$ cat src/rtl/instr_fetch.sv
`default_nettype none
// ============================================================================
//  Module      : instr_fetch
//  Description : Fetch stage ahead of the main control decoder. Owns the
//                program counter, issues one word fetch at a time over a
//                req/ack handshake, holds the fetched instruction under a
//                valid/ready handshake and selects the next PC (sequential,
//                branch or jump).
//  Revision    : 1.0 - initial release
// ============================================================================
module instr_fetch #(
  parameter logic [31:0] RESET_PC = 32'h0000_0000
) (
  input  logic        clk_i,
  input  logic        rst_ni,
  // instruction memory request side
  output logic        imem_req_o,
  output logic [31:0] imem_addr_o32,
  input  logic        imem_ack_i,
  input  logic [31:0] imem_rdata_i32,
  // held-instruction side towards the decoder / datapath
  output logic        instr_valid_o,
  input  logic        instr_ready_i,
  output logic [31:0] instr_o32,
  output logic [5:0]  op_o6,
  output logic [5:0]  funct_o6,
  output logic [31:0] pc_o32,
  output logic [31:0] pc_plus4_o32,
  // next-PC steering from the decoder for the held instruction
  input  logic        pc_j_i,
  input  logic        branch_taken_i
);

  // --------------------------------------------------------------------------
  // State encoding
  // --------------------------------------------------------------------------
  typedef enum logic [1:0] {
    IDLE  = 2'd0,
    FETCH = 2'd1,
    HOLD  = 2'd2
  } state_e;

  // The two low address bits are forced to zero so every fetch address is
  // word aligned even if the parameter is mis-set; all later targets derive
  // from aligned values and stay aligned by construction.
  localparam logic [31:0] RESET_PC_ALIGNED = {RESET_PC[31:2], 2'b00};

  state_e      state_q, state_d;
  logic [31:0] fetch_pc_q, fetch_pc_d;   // address of the next/current fetch
  logic [31:0] instr_q, instr_d;         // held instruction word
  logic [31:0] pc_q, pc_d;               // address of the held instruction

  logic [31:0] pc_plus4;
  logic [31:0] branch_offset;
  logic [31:0] branch_target;
  logic [31:0] jump_target;
  logic [31:0] next_pc;

  // --------------------------------------------------------------------------
  // Next-PC arithmetic, all modulo 2^32 (carry out of the adders is dropped)
  // --------------------------------------------------------------------------

  // Candidate targets derived from the held instruction and its address
  always_comb begin
    pc_plus4      = pc_q + 32'd4;
    branch_offset = {{14{instr_q[15]}}, instr_q[15:0], 2'b00};
    branch_target = pc_plus4 + branch_offset;
    jump_target   = {pc_plus4[31:28], instr_q[25:0], 2'b00};
  end

  // Target select: jump outranks a taken branch, otherwise fall through
  always_comb begin
    next_pc = pc_plus4;
    if (pc_j_i) begin
      next_pc = jump_target;
    end else if (branch_taken_i) begin
      next_pc = branch_target;
    end
  end

  // --------------------------------------------------------------------------
  // Control FSM
  // --------------------------------------------------------------------------

  // State register; reset abandons any outstanding fetch immediately
  always_ff @(posedge clk_i or negedge rst_ni) begin
    if (!rst_ni) begin
      state_q <= IDLE;
    end else begin
      state_q <= state_d;
    end
  end

  // Datapath registers: fetch address, held instruction and its PC
  always_ff @(posedge clk_i or negedge rst_ni) begin
    if (!rst_ni) begin
      fetch_pc_q <= RESET_PC_ALIGNED;
      instr_q    <= 32'd0;
      pc_q       <= 32'd0;
    end else begin
      fetch_pc_q <= fetch_pc_d;
      instr_q    <= instr_d;
      pc_q       <= pc_d;
    end
  end

  // Next-state and handshake outputs. The memory ack is looked at only in
  // FETCH, which is what makes a late ack from an abandoned request harmless.
  // The steering inputs only matter in HOLD when the consumer takes the word.
  always_comb begin
    state_d       = state_q;
    fetch_pc_d    = fetch_pc_q;
    instr_d       = instr_q;
    pc_d          = pc_q;
    imem_req_o    = 1'b0;
    instr_valid_o = 1'b0;

    case (state_q)
      IDLE: begin
        // single settling cycle after reset release
        state_d = FETCH;
      end

      FETCH: begin
        imem_req_o = 1'b1;
        if (imem_ack_i) begin
          instr_d = imem_rdata_i32;
          pc_d    = fetch_pc_q;
          state_d = HOLD;
        end
      end

      HOLD: begin
        instr_valid_o = 1'b1;
        if (instr_ready_i) begin
          fetch_pc_d = next_pc;
          state_d    = FETCH;
        end
      end

      default: begin
        state_d = IDLE;
      end
    endcase
  end

  // --------------------------------------------------------------------------
  // Output wiring
  // --------------------------------------------------------------------------

  // Address is registered, so it cannot move while a request is pending
  assign imem_addr_o32 = fetch_pc_q;
  assign instr_o32     = instr_q;
  assign op_o6         = instr_q[31:26];
  assign funct_o6      = instr_q[5:0];
  assign pc_o32        = pc_q;
  assign pc_plus4_o32  = pc_plus4;

endmodule
`default_nettype wire

$ cat config.mk
export PLATFORM = sky130hd
export DESIGN_NAME = instr_fetch
export DESIGN_NICKNAME = d
export VERILOG_FILES = /design/src/rtl/instr_fetch.sv
export SDC_FILE = /design/constraint.sdc
export NUM_CORES = 1
export LEC_CHECK = 0
export ABC_AREA = 1
export CAP_MARGIN = 20
export CORE_AREA = 2 2 125 127
export CTS_CLUSTER_SIZE = 20
export DETAILED_ROUTE_END_ITERATION = 7
export DIE_AREA = 0 0 127 129
export PLACE_DENSITY = 0.88
export SLEW_MARGIN = 20
export SYNTH_ARGS = -nofsm -noshare
export SYNTH_HDL_FRONTEND = slang
export SYNTH_SLANG_ARGS = --single-unit
export TNS_END_PERCENT = 30
$ cat constraint.sdc
create_clock -name clk_i -period 3.3 [get_ports clk_i]
set_input_delay 0.33 -clock clk_i [delete_from_list [all_inputs] [get_ports clk_i]]
set_output_delay 0.33 -clock clk_i [all_outputs]
set_load 0.01 [all_outputs]
==> flow_summary.toml <==
[worst_setup_path]
rr_worst_depth = 20
r2r_end = "imem_addr_o32[23]$_DFFE_PN0P_"
regToRegSetupSlack_ns = 0.18
crit_fanout = 5
crit_path_end_kind = "flip-flop"
required_ns = 3.55
reg2reg_from = "pc_o32[3]$_DFFE_PN0P_"
worstSetupStartpointType = "flip-flop"
criticalPathCategory = "reg2reg"
worstPathArrival_ns = 3.37

[timing]
finalCritPeriodShare_pct = 94.6
tns_ns = 0
final-max-slew-violation-count = 0
fin_crit_ns = 3.12
setup_violations = 0
final.setup_skew_ns = 0.0106
max_freq_mhz = 320
rsz0062_at_grt = "true"
worst_slew_pin_slew_ns = 0.899
hold_viol = 0
slew_headroom_pct = 40.1

[cells_and_area]
fin_nets = 1381
drive_gt1_share_pct = 9.92
nFillCells = 1288
area_growth_syn_to_layout_pct = 34.5
antenna_cells = 0
final_core_util_pct = 66.4
fin_area_um2 = 9940

[routing]
num_vias = 8094
drt_pass1_iterations = 7
vias_per_cell = 5.40
initialDrtViolationCount = 841
ant_nets = 0
drc_errors = 0
routedWlPerCell_um = 17.9
drt_wl_total_um = 26900

[placed_design]
place_hpwl_um = 20600
post_dp_cell_area_um2 = 9500
gp_congestion = 0.965
io_buffer_count = 179

[global_route]
grt_use_total_pct = 32.3
antenna_found_initial = 0
grt_overflow = 0
grt_max_degree = 99
grt_pass1_wl_um = 40900
grt_pass1_vias = 7714

[synthesis]
synth.avg_cell_area_um2 = 6.63
ys.warnings.count = 0
synth_nets = 1189
yosysUniqueCellTypes = 39
postSynthRegisterBits = 98
syn_area_um2 = 7390
postSynthCellCount = 1114
yosysSeqAreaShare_pct = 33.2

[clocking]
htreeDepth = 3
root_buffer = "clkbuf_16"
insertion_delay_ns = 0.36
numCtsBuffers = 9
clockBufferDepth = 2
cts_tree = "yes"
clk_pin_slew_ns = 0.07
cts.sinks = 98

[power]
internal_power_mw = 6.02
p_total_mw = 12.1
p_seq_share_pct = 20.7
switching_share_pct = 50.2
comb_power_share_pct = 70.7
clkPwrFrac_pct = 8.6
p_leak_nw = 5.06
vdd_ir_drop_max_uv = 612
p_per_area_nw_per_um2 = 1220
p_sw_mw = 6.07

[job]
cap_violations = 0

[floorplan]
io_pins = 180
start_util_pct = 49.3
coreArea_um2 = 15000
die_w_um = 127
rows = 45
die_h_um = 129
fp.dieArea_um2 = 16400

[worst_hold_path]
hp-class = "in2async"

[outcome]
status = "complete, no violations"
[cells by family after synthesis]
kind of cell	share of synthesized area, %
muxes	3.05
buffers and inverters	12.2
adders and majority gates	6.37
xor gates and xnor gates	2.49
and+or+nand+nor	31.8
AOI/OAI and AO/OA	10.9
DFF	33.2
[registers in the layout (all words and copies together) (netlist names)]
signal,cells
state_q,2
pc_o32,32
instr_o32,32
imem_addr_o32,32
[power groups by stage]
| stage | Sequential [mW] | Combinational (mW) | Clock, mW |
|---|---|---|---|
| global route | 2.57 | 9.34 | 1.09 |
| global placement | 2.44 | 8.05 | 0 |
| detailed placement | 2.45 | 8.15 | 0 |
| finish | 2.51 | 8.55 | 1.04 |
| CTS | 2.45 | 8.21 | 1.04 |
| floorplan | 2.56 | 4.58 | 0 |
[layout by cell type, fill, tap and decap left out, types with 11 or more instances in the layout]
cell type | Yosys | layout
mux2_2 | 20 | 20
a21oi_1 | 80 | 78
nand3_1 | 59 | 59
nor2_1 | 109 | 101
ha_1 | 36 | 31
dfrtp_1 | 98 | 93
clkdlybuf4s50_1 | 0 | 178
inv_1 | 181 | 179
buf_4 | 16 | 41
xor2_1 | 14 | 11
nand2_1 | 346 | 343
nor2_2 | 4 | 11
o21ai_0 | 48 | 48
[layout make-up]
type,count,area (um^2),area share (%)
multi-input combinational,793,4170,41.9
sequential,98,2460,24.7
timing repair buffer,220,2110,21.2
inverter,184,691,6.95
clock buffer,10,239,2.40
tap,188,235,2.37
clock inverter,6,41.3,0.415
[how the worst max path moves through the flow]
stage	start	endpoint	depth (start not counted)	slack (ns)
after global placement	pc_o32[2]$_DFFE_PN0P_	imem_addr_o32[22]$_DFFE_PN0P_	19	-0.008
after CTS	pc_o32[2]$_DFFE_PN0P_	imem_addr_o32[22]$_DFFE_PN0P_	19	0.01
after detailed placement	pc_o32[2]$_DFFE_PN0P_	imem_addr_o32[22]$_DFFE_PN0P_	19	-0.02
final	pc_o32[3]$_DFFE_PN0P_	imem_addr_o32[23]$_DFFE_PN0P_	20	0.18
after floorplan	pc_o32[2]$_DFFE_PN0P_	imem_addr_o32[29]$_DFFE_PN0P_	20	0.54
after global routing	pc_o32[3]$_DFFE_PN0P_	imem_addr_o32[23]$_DFFE_PN0P_	20	-0.06
[metal layers]
layer | up-vias | part of all wire, % | GRT usage (%)
met5 | - | 0 | 0
met3 | 63 | 9.4 | 5.95
li1 | 3871 | - | -
met1 | 3755 | 41 | 43.4
met4 | 0 | 3.1 | 11.2
met2 | 405 | 46 | 52.7
[synthesized netlist by cell type]
library cell | n | area (um^2)
nor2_1 | 109 | 409
nand3b_1 | 5 | 37.5
nor4_1 | 1 | 6.26
a21boi_1 | 1 | 7.51
o22ai_1 | 7 | 43.8
nand3_1 | 59 | 295
a21o_1 | 3 | 22.5
mux2_2 | 20 | 225
o211ai_1 | 1 | 7.51
fa_1 | 1 | 20.0
inv_1 | 181 | 679
nand2_1 | 346 | 1300
a21oi_1 | 80 | 400
xnor2_1 | 7 | 61.3
o21ai_1 | 1 | 5.00
buf_4 | 16 | 120
and2_1 | 3 | 18.8
xor2_1 | 14 | 123
nor2_4 | 2 | 22.5
nor2_2 | 4 | 25.0
or2_2 | 3 | 18.8
dfrtp_1 | 98 | 2450
nand2_2 | 5 | 31.3
o21a_1 | 1 | 7.51
inv_2 | 3 | 11.3
buf_2 | 6 | 30.0
a22oi_1 | 1 | 7.51
nand3_2 | 1 | 10.0
nor3_4 | 2 | 32.5
o21bai_1 | 4 | 30.0
o221ai_1 | 3 | 26.3
o21ai_0 | 48 | 240
nand4_1 | 10 | 62.6
ha_1 | 36 | 450
nor3_1 | 12 | 60.1
o31ai_1 | 1 | 7.51
clkbuf_1 | 17 | 63.8
and3_1 | 1 | 6.26
nand2_4 | 1 | 11.3
[through the flow]
| stage | setup slack [ns] | std cells | hold slack [ns] |
|---|---|---|---|
| after global placement | -0.00750 | 1480 | 0.430 |
| final | 0.178 | 1499 | 0.00374 |
| after floorplan | 0.535 | 1114 | 0.0344 |
| after CTS | 0.0127 | 1496 | 0.0539 |
| after detailed placement | -0.0228 | 1480 | 0.433 |
| after global routing | -0.0621 | 1499 | 0.0680 |
[critical path, cell delays in order (launching register included)]
cell	delay, ns
dfrtp_1	0.44
ha_4	0.19
inv_1	0.08
nor3_4	0.29
nand2_4	0.12
o21ai_0	0.26
nand2_2	0.20
ha_4	0.34
nand2_1	0.07
inv_1	0.07
nand2_1	0.07
nor3_1	0.13
nand2_1	0.07
nand2_1	0.20
nand2_1	0.10
nand2_1	0.07
nand2_1	0.04
nand3_1	0.06
nand2_1	0.05
nand2_1	0.09
nand2_1	0.06
[timing repair]
item / in CTS / in global routing
endpoints found under the setup margin: 1 / 19
setup buffers: 0 / 3
hold buffers: 0 / 0
gates resized for setup: 1 / 32
pin swaps: 0 / 3
(Power assumes the default switching activity.)
